### src/rtl/ec_data_bridge_pkg.sv
// Shared types and AXI constants for the EC-stage data bridge.
package ec_data_bridge_pkg;

   typedef enum logic [2:0] {
      StIdle,
      StRdAddr,
      StRdData,
      StWrReq,
      StWrResp
   } state_e;

   localparam logic [7:0] AxiLen1       = 8'd0;
   localparam logic [1:0] AxiBurstIncr  = 2'b01;
   localparam logic       AxiLockNormal = 1'b0;
   localparam logic [3:0] AxiCacheDev   = 4'b0000;
   localparam logic [2:0] AxiProtData   = 3'b000;

   localparam logic [1:0] SizeByte = 2'd0;
   localparam logic [1:0] SizeHalf = 2'd1;
   localparam logic [1:0] SizeWord = 2'd2;

   function automatic logic [2:0] axi_size(input logic [1:0] size);
      return {1'b0, size};
   endfunction

endpackage

### src/rtl/ec_data_bridge.sv
// Bridges one outstanding SRAM-like data request from the EC stage onto a
// single-beat AXI read or write, returning addr_ok/data_ok handshakes.
module ec_data_bridge
   import ec_data_bridge_pkg::*;
#(
   parameter int unsigned ID = 1
) (
   input  logic        clk,
   input  logic        resetn,

   input  logic        data_req,
   input  logic        data_wr,
   input  logic [1:0]  data_size,
   input  logic [31:0] data_addr,
   input  logic [31:0] data_wdata,
   input  logic [3:0]  data_wstrb,
   output logic        data_addr_ok,
   output logic        data_data_ok,
   output logic [31:0] data_rdata,

   output logic [3:0]  arid,
   output logic [31:0] araddr,
   output logic [7:0]  arlen,
   output logic [2:0]  arsize,
   output logic [1:0]  arburst,
   output logic        arlock,
   output logic [3:0]  arcache,
   output logic [2:0]  arprot,
   output logic        arvalid,
   input  logic        arready,

   input  logic [31:0] rdata,
   input  logic        rvalid,
   output logic        rready,

   output logic [3:0]  awid,
   output logic [31:0] awaddr,
   output logic [7:0]  awlen,
   output logic [2:0]  awsize,
   output logic [1:0]  awburst,
   output logic        awlock,
   output logic [3:0]  awcache,
   output logic [2:0]  awprot,
   output logic        awvalid,
   input  logic        awready,

   output logic [31:0] wdata,
   output logic [3:0]  wstrb,
   output logic        wlast,
   output logic        wvalid,
   input  logic        wready,

   input  logic        bvalid,
   output logic        bready
);

   state_e      state_q, state_d;
   logic [31:0] addr_q, addr_d;
   logic [1:0]  size_q, size_d;
   logic [31:0] wdata_q, wdata_d;
   logic [3:0]  wstrb_q, wstrb_d;
   logic        arvalid_q, arvalid_d;
   logic        awvalid_q, awvalid_d;
   logic        wvalid_q, wvalid_d;
   logic        aw_done_q, aw_done_d;
   logic        w_done_q, w_done_d;
   logic        data_ok_q, data_ok_d;
   logic [31:0] rdata_q, rdata_d;
   logic        accept;

   // Gating with resetn keeps addr_ok low while reset is held and data_req is high.
   assign accept = resetn && (state_q == StIdle) && data_req;

   always_comb begin
      state_d   = state_q;
      addr_d    = addr_q;
      size_d    = size_q;
      wdata_d   = wdata_q;
      wstrb_d   = wstrb_q;
      arvalid_d = arvalid_q;
      awvalid_d = awvalid_q;
      wvalid_d  = wvalid_q;
      aw_done_d = aw_done_q;
      w_done_d  = w_done_q;
      rdata_d   = rdata_q;
      data_ok_d = 1'b0;

      unique case (state_q)
         StIdle: begin
            if (accept) begin
               addr_d  = data_addr;
               size_d  = data_size;
               wdata_d = data_wdata;
               wstrb_d = data_wstrb;
               if (data_wr) begin
                  state_d   = StWrReq;
                  awvalid_d = 1'b1;
                  wvalid_d  = 1'b1;
                  aw_done_d = 1'b0;
                  w_done_d  = 1'b0;
               end else begin
                  state_d   = StRdAddr;
                  arvalid_d = 1'b1;
               end
            end
         end
         StRdAddr: begin
            if (arready) begin
               arvalid_d = 1'b0;
               state_d   = StRdData;
            end
         end
         StRdData: begin
            if (rvalid) begin
               rdata_d   = rdata;
               data_ok_d = 1'b1;
               state_d   = StIdle;
            end
         end
         StWrReq: begin
            // AW and W complete independently; leave once both have handshaken.
            if (awvalid_q && awready) begin
               awvalid_d = 1'b0;
               aw_done_d = 1'b1;
            end
            if (wvalid_q && wready) begin
               wvalid_d = 1'b0;
               w_done_d = 1'b1;
            end
            if (aw_done_d && w_done_d) begin
               state_d = StWrResp;
            end
         end
         StWrResp: begin
            if (bvalid) begin
               data_ok_d = 1'b1;
               state_d   = StIdle;
            end
         end
         default: state_d = StIdle;
      endcase
   end

   always_ff @(posedge clk or negedge resetn) begin
      if (!resetn) begin
         state_q   <= StIdle;
         addr_q    <= '0;
         size_q    <= '0;
         wdata_q   <= '0;
         wstrb_q   <= '0;
         arvalid_q <= 1'b0;
         awvalid_q <= 1'b0;
         wvalid_q  <= 1'b0;
         aw_done_q <= 1'b0;
         w_done_q  <= 1'b0;
         data_ok_q <= 1'b0;
         rdata_q   <= '0;
      end else begin
         state_q   <= state_d;
         addr_q    <= addr_d;
         size_q    <= size_d;
         wdata_q   <= wdata_d;
         wstrb_q   <= wstrb_d;
         arvalid_q <= arvalid_d;
         awvalid_q <= awvalid_d;
         wvalid_q  <= wvalid_d;
         aw_done_q <= aw_done_d;
         w_done_q  <= w_done_d;
         data_ok_q <= data_ok_d;
         rdata_q   <= rdata_d;
      end
   end

   assign data_addr_ok = accept;
   assign data_data_ok = data_ok_q;
   assign data_rdata   = rdata_q;

   assign arid    = 4'(ID);
   assign araddr  = addr_q;
   assign arlen   = AxiLen1;
   assign arsize  = axi_size(size_q);
   assign arburst = AxiBurstIncr;
   assign arlock  = AxiLockNormal;
   assign arcache = AxiCacheDev;
   assign arprot  = AxiProtData;
   assign arvalid = arvalid_q;
   assign rready  = (state_q == StRdData);

   assign awid    = 4'(ID);
   assign awaddr  = addr_q;
   assign awlen   = AxiLen1;
   assign awsize  = axi_size(size_q);
   assign awburst = AxiBurstIncr;
   assign awlock  = AxiLockNormal;
   assign awcache = AxiCacheDev;
   assign awprot  = AxiProtData;
   assign awvalid = awvalid_q;

   assign wdata   = wdata_q;
   assign wstrb   = wstrb_q;
   assign wlast   = 1'b1;
   assign wvalid  = wvalid_q;
   assign bready  = (state_q == StWrResp);

endmodule

### config.mk
export PLATFORM = sky130hd
export DESIGN_NAME = ec_data_bridge
export DESIGN_NICKNAME = d
export VERILOG_FILES = /design/src/rtl/ec_data_bridge_pkg.sv /design/src/rtl/ec_data_bridge.sv
export SDC_FILE = /design/constraint.sdc
export NUM_CORES = 1
export LEC_CHECK = 0
export CAP_MARGIN = 20
export CORE_ASPECT_RATIO = 2
export CORE_MARGIN = 2
export CORE_UTILIZATION = 41
export CTS_CLUSTER_SIZE = 40
export DETAILED_ROUTE_END_ITERATION = 6
export PLACE_DENSITY = 0.95
export SYNTH_ARGS = -nofsm -noshare
export SYNTH_HDL_FRONTEND = slang
export SYNTH_SLANG_ARGS = --single-unit
### constraint.sdc
create_clock -name clk -period 3.5 [get_ports clk]
set_clock_uncertainty 0.1 [all_clocks]
set_input_delay 1.05 -clock clk [delete_from_list [all_inputs] [get_ports clk]]
set_output_delay 1.05 -clock clk [all_outputs]
set_load 0.02 [all_outputs]
== Word level (Yosys, flattened, before mapping) ==
Cells that the tools add are included.
Cells by class
  eq/ne operators: 13
  muxes and demuxes: 28
  reductions and logical operators: 15
Operators with widths (count)
  inequality test 2 bit (second input constant): 9
  2-to-1 mux 1 bit: 15
  2-to-1 mux 3 bit: 5
  one-hot mux 3 bit (5 select lines): 1
  one-hot mux 1 bit (2 select lines): 6
  AND reduction 4 bit: 3
  equality test 3 x 2 -> 1 bit (second input constant): 2
  logical AND 1 bit: 5
  AND reduction 5 bit: 1
  AND reduction 2 bit: 2
  nonzero test 2 bit: 2
  equality test 3 x 1 -> 1 bit (second input constant): 1
  equality test 3 bit (second input constant): 1
  logical NOT 3 bit: 1
  AND reduction 3 bit: 1
  2-to-1 mux 2 bit: 1
Storage, ports and cells
  flip-flop bits (word level): 111
  logic and storage cells: 68

== Longest topological paths before layout ==
  depth in word-level cells: 6
  mapped depth: 6
  gate-level depth less buffers: 3

== Worst setup path after synthesis ==
OpenSTA, ideal clock, no wires.
  kind: input port to output port
  start: input data_req
  end: output data_addr_ok
  data arrival time: 1.760 ns
  required time: 2.350 ns
  setup slack: 0.590 ns
  cell stages on the path: 4
  path buffers: 2
  path through: and4bb_2 and2_4 buf_12 buf_12
Between the ends
  word-level cells in the longest chain between the ends: 1
Ends and longest elaborated chain
  start, declared: line ec_data_bridge.sv:11  | input logic data_req,
  logical AND 1 bit: line ec_data_bridge.sv:72  | assign accept = resetn && (state_q == StIdle) && data_req;
  end, declared: line ec_data_bridge.sv:17  | output logic data_addr_ok,
No other way between the ends.

== Worst setup path in the final report ==
Same ends and word-level chain as after synthesis.

==> results by group <==
Timing
  • Count of endpoints failing hold in the final timing report: 0
  • Setup TNS: 0 ns
  • Normalized max-slew margin: 43.62%
  • Time the worst path needs with I/O delays and setup: ~3.4 ns
  • Post-route fraction of the period consumed by the critical path: 98.05%
  • Max Transition Viols Final: 0
  • Worst Max-Slew Pin Slew: 0.8457 ns
  • Highest clock frequency the design can meet: 291.4 MHz
  • RSZ-0062 raised after global routing: false
  • Worst setup slack after layout: 0.06824 ns
  • Hold_ws: 0.4048 ns
  • Final Setup Violations: 0

Logic synthesis
  • Yosys warns: 0
  • Area share of the leading cell type in the synthesized netlist: 53.31%
  • Post-Synthesis Cell Area: 5210 µm²
  • Library cell with the largest summed area after synthesis: sky130_fd_sc_hd__dfrtp_1
  • Number of different library cells in the post-synthesis netlist: 30
  • Synth top area cells: sky130_fd_sc_hd__dfrtp_1 53%, sky130_fd_sc_hd__mux2_4 20%, sky130_fd_sc_hd__buf_4 12%
  • Number of storage elements in the synthesis netlist: between 100 and 150
  • Share of synthesized flip-flops with an asynchronous set or reset: 100.0%
  • Synth Flop Type: sky130_fd_sc_hd__dfrtp_1
  • Post-Synthesis Mean Instance Area: 15.15 µm²
  • Number of enable-type register cells in the synthesized netlist: 0
  • Cells after synthesis: 344
  • Sequential cell area fraction in the yosys report: 53.31%

Place
  • Placed cell area: approximately 7300 µm²
  • Setup slack at placement: -0.2676 ns
  • I/O Buffers: between 200 and 300
  • Placed wire-length estimate: 10050 µm
  • Placed Cells incl. Taps: 705
  • RePlAce Congestion: 0.8385

Routing
  • Drt wl/cell: between 15 and 20 µm
  • First drt pass iteration count: 4
  • Detailed-route wire length: 12840 µm
  • DRC: 0
  • First-iteration detailed-routing DRC count: slightly above 90
  • Final antenna-violating net count: 0
  • Count of vias placed by the detailed router: between 3000 and 4000
  • Detail-routed via count per cell: roughly 4.7

Global route
  • Wire length of the first global-routing pass: 19660 µm
  • Total routing resource utilization after global routing: 18.37%
  • Via count of the first global-routing pass: 3598
  • Antenna violations before repair: 0
  • Largest net degree at the start of global routing: 68
  • GRT overflow: 0

Power
  • Power density relative to cell area: 993.3 nW/µm²
  • Leakage component of the power: approximately 3.3 nW
  • Power share of the clock group: 12.7%
  • Internal Power: roughly 4.7 mW
  • Worst voltage drop across the vdd grid: 633.1 µV
  • Net switching power figure: 2.831 mW
  • Net switching share of the total power: between 30% and 40%
  • Combinational fraction of design power: 55.5%
  • Sequential share of power: between 30% and 40%
  • Total power: 7.576 mW

Layout
  • Share of the core filled with cells: 61.11%
  • Antenna diodes: 0
  • Number of standard cells in the final layout excluding fillers: 721
  • Share of layout cells above drive strength 1: 22.42%
  • Most common cell after layout, fill and taps aside: sky130_fd_sc_hd__clkdlybuf4s50_1
  • Commonest cells after routing, fill and taps aside: 251 x sky130_fd_sc_hd__clkdlybuf4s50_1, 111 x sky130_fd_sc_hd__dfrtp_1, 68 x sky130_fd_sc_hd__mux2_4
  • Synthesis-to-layout area growth: 46.40%
  • Post-layout nets: 677
  • Cell area after layout: 7627 µm²

Floorplanning
  • Die span in y: 163.4 µm
  • Initial standard-cell utilization of the core: 41.74%
  • Horizontal extent of the die: 83.71 µm
  • Area of the core: 12480 µm²
  • Top-level I/O count: 301
  • Overall die area: 13680 µm²
  • Row count: 58

Worst setup path
  • Total buffers and inverters traversed by the critical path: 2
  • Critical Path End Type: output port
  • Critical Setup Path Class: in2out
  • Max incr delay on CP: 0.49 ns
  • Critical path data required time: roughly 2.4 ns
  • Startpoint type of the worst setup path: input pin
  • Data arrival time of the worst path: between 2 and 2.5 ns
  • CP max FO: 2
  • Cell with the biggest individual delay on the critical path: sky130_fd_sc_hd__clkdlybuf4s50_1
  • Cell family with most CP delay: buffers and inverters
  • Cell-by-cell trace of the critical path: clkdlybuf4s50_1 -> and4bb_2 -> and2_4 -> dlygate4sd2_1

Clock tree
  • Number of post-CTS setup repair buffers: 0
  • Clk_lat worst skew: 0.33 ns
  • Clock slew at reported path FFs: 0.07 ns
  • Clock root cell: sky130_fd_sc_hd__clkbuf_16
  • Bufs on Longest Clock Path: 2
  • Clock sinks: 111
  • CTS buffer count: 9
  • TritonCTS clock tree: done
  • H-Tree Level Count: 3
  • Quantity of hold-fixing buffers added after cts: 0

Outcome
  • Run status: completed

Run
  • Max Cap Violations: 0

Hold path
  • Kind of path behind the tightest hold check: reg2reg
==> synthesized netlist by cell type, drive strengths merged (2+ instances only) <==
master  count
dfrtp     111
nand2       3
conb        2
nand3       3
a21oi       4
a32o        2
a22o        2
nor2        4
buf        93
mux2      102
inv         3
==> power groups by stage <==
stage | clock [mW] | sequential, mW | combinational, mW
floorplan | 0 | 3.09 | 1.81
finish | 0.964 | 2.41 | 4.20
global route | 1.05 | 2.50 | 4.39
global placement | 0 | 2.38 | 4.14
CTS | 1.00 | 2.42 | 4.25
detailed placement | 0 | 2.44 | 4.23
==> timing repair <==
action                     in CTS  in global routing
gates cloned                    0                  0
setup endpoints to repair       1                 10
gates resized for setup         1                  1
==> area by class of cell <==
cell class	instances	area [µm²]
inverter	3	11.26
fill	943	4855
tap	150	187.7
clock inverter	7	53.80
clock buffer	9	225.2
multi-input combinational	182	1794
sequential	111	2778
timing repair buffer	259	2577
==> final timing paths <==
check	startpoint	end	slack (ns)	cells past startpoint
setup / recovery	data_req	data_addr_ok	0.07	4
hold / removal	data_rdata[5]	data_rdata[5]	0.40	1
setup reg to reg	state_q[1]	wdata[13]	0.91	5
hold reg to reg	data_rdata[5]	data_rdata[5]	0.40	1
max in group asynchronous	resetn	araddr[23]	1.28	3
min in group asynchronous	resetn	data_rdata[2]	0.76	2
==> state kept, by name (all words and copies together), names as in the netlist, 2 cells and up <==
| signal | cells |
|---|---|
| araddr | 32 |
| data_rdata | 32 |
| size_q | 2 |
| state_q | 3 |
| wdata | 32 |
| wstrb | 4 |
==> routing by layer <==
layer,GRT usage [%],vias to the layer above,part of all wire (%)
met2,34.47,220,56
met1,19.24,1657,33
li1,-,1486,-
met3,4.497,28,7.2
met5,0,-,0
met4,7.625,0,3.1
==> cell families (layout without fill, tap and decap cells) <==
family | after synthesis | after routing | synth area share, %
AND/OR/NAND/NOR | 18 | 18 | 2.041
other | 2 | 47 | 0.1441
multiplexers | 102 | 102 | 26.95
AO/OA/AOI/OAI | 15 | 15 | 2.066
buffers and inverters | 96 | 278 | 15.49
flip-flops | 111 | 111 | 53.31
Power figures use the tool's default switching activity.
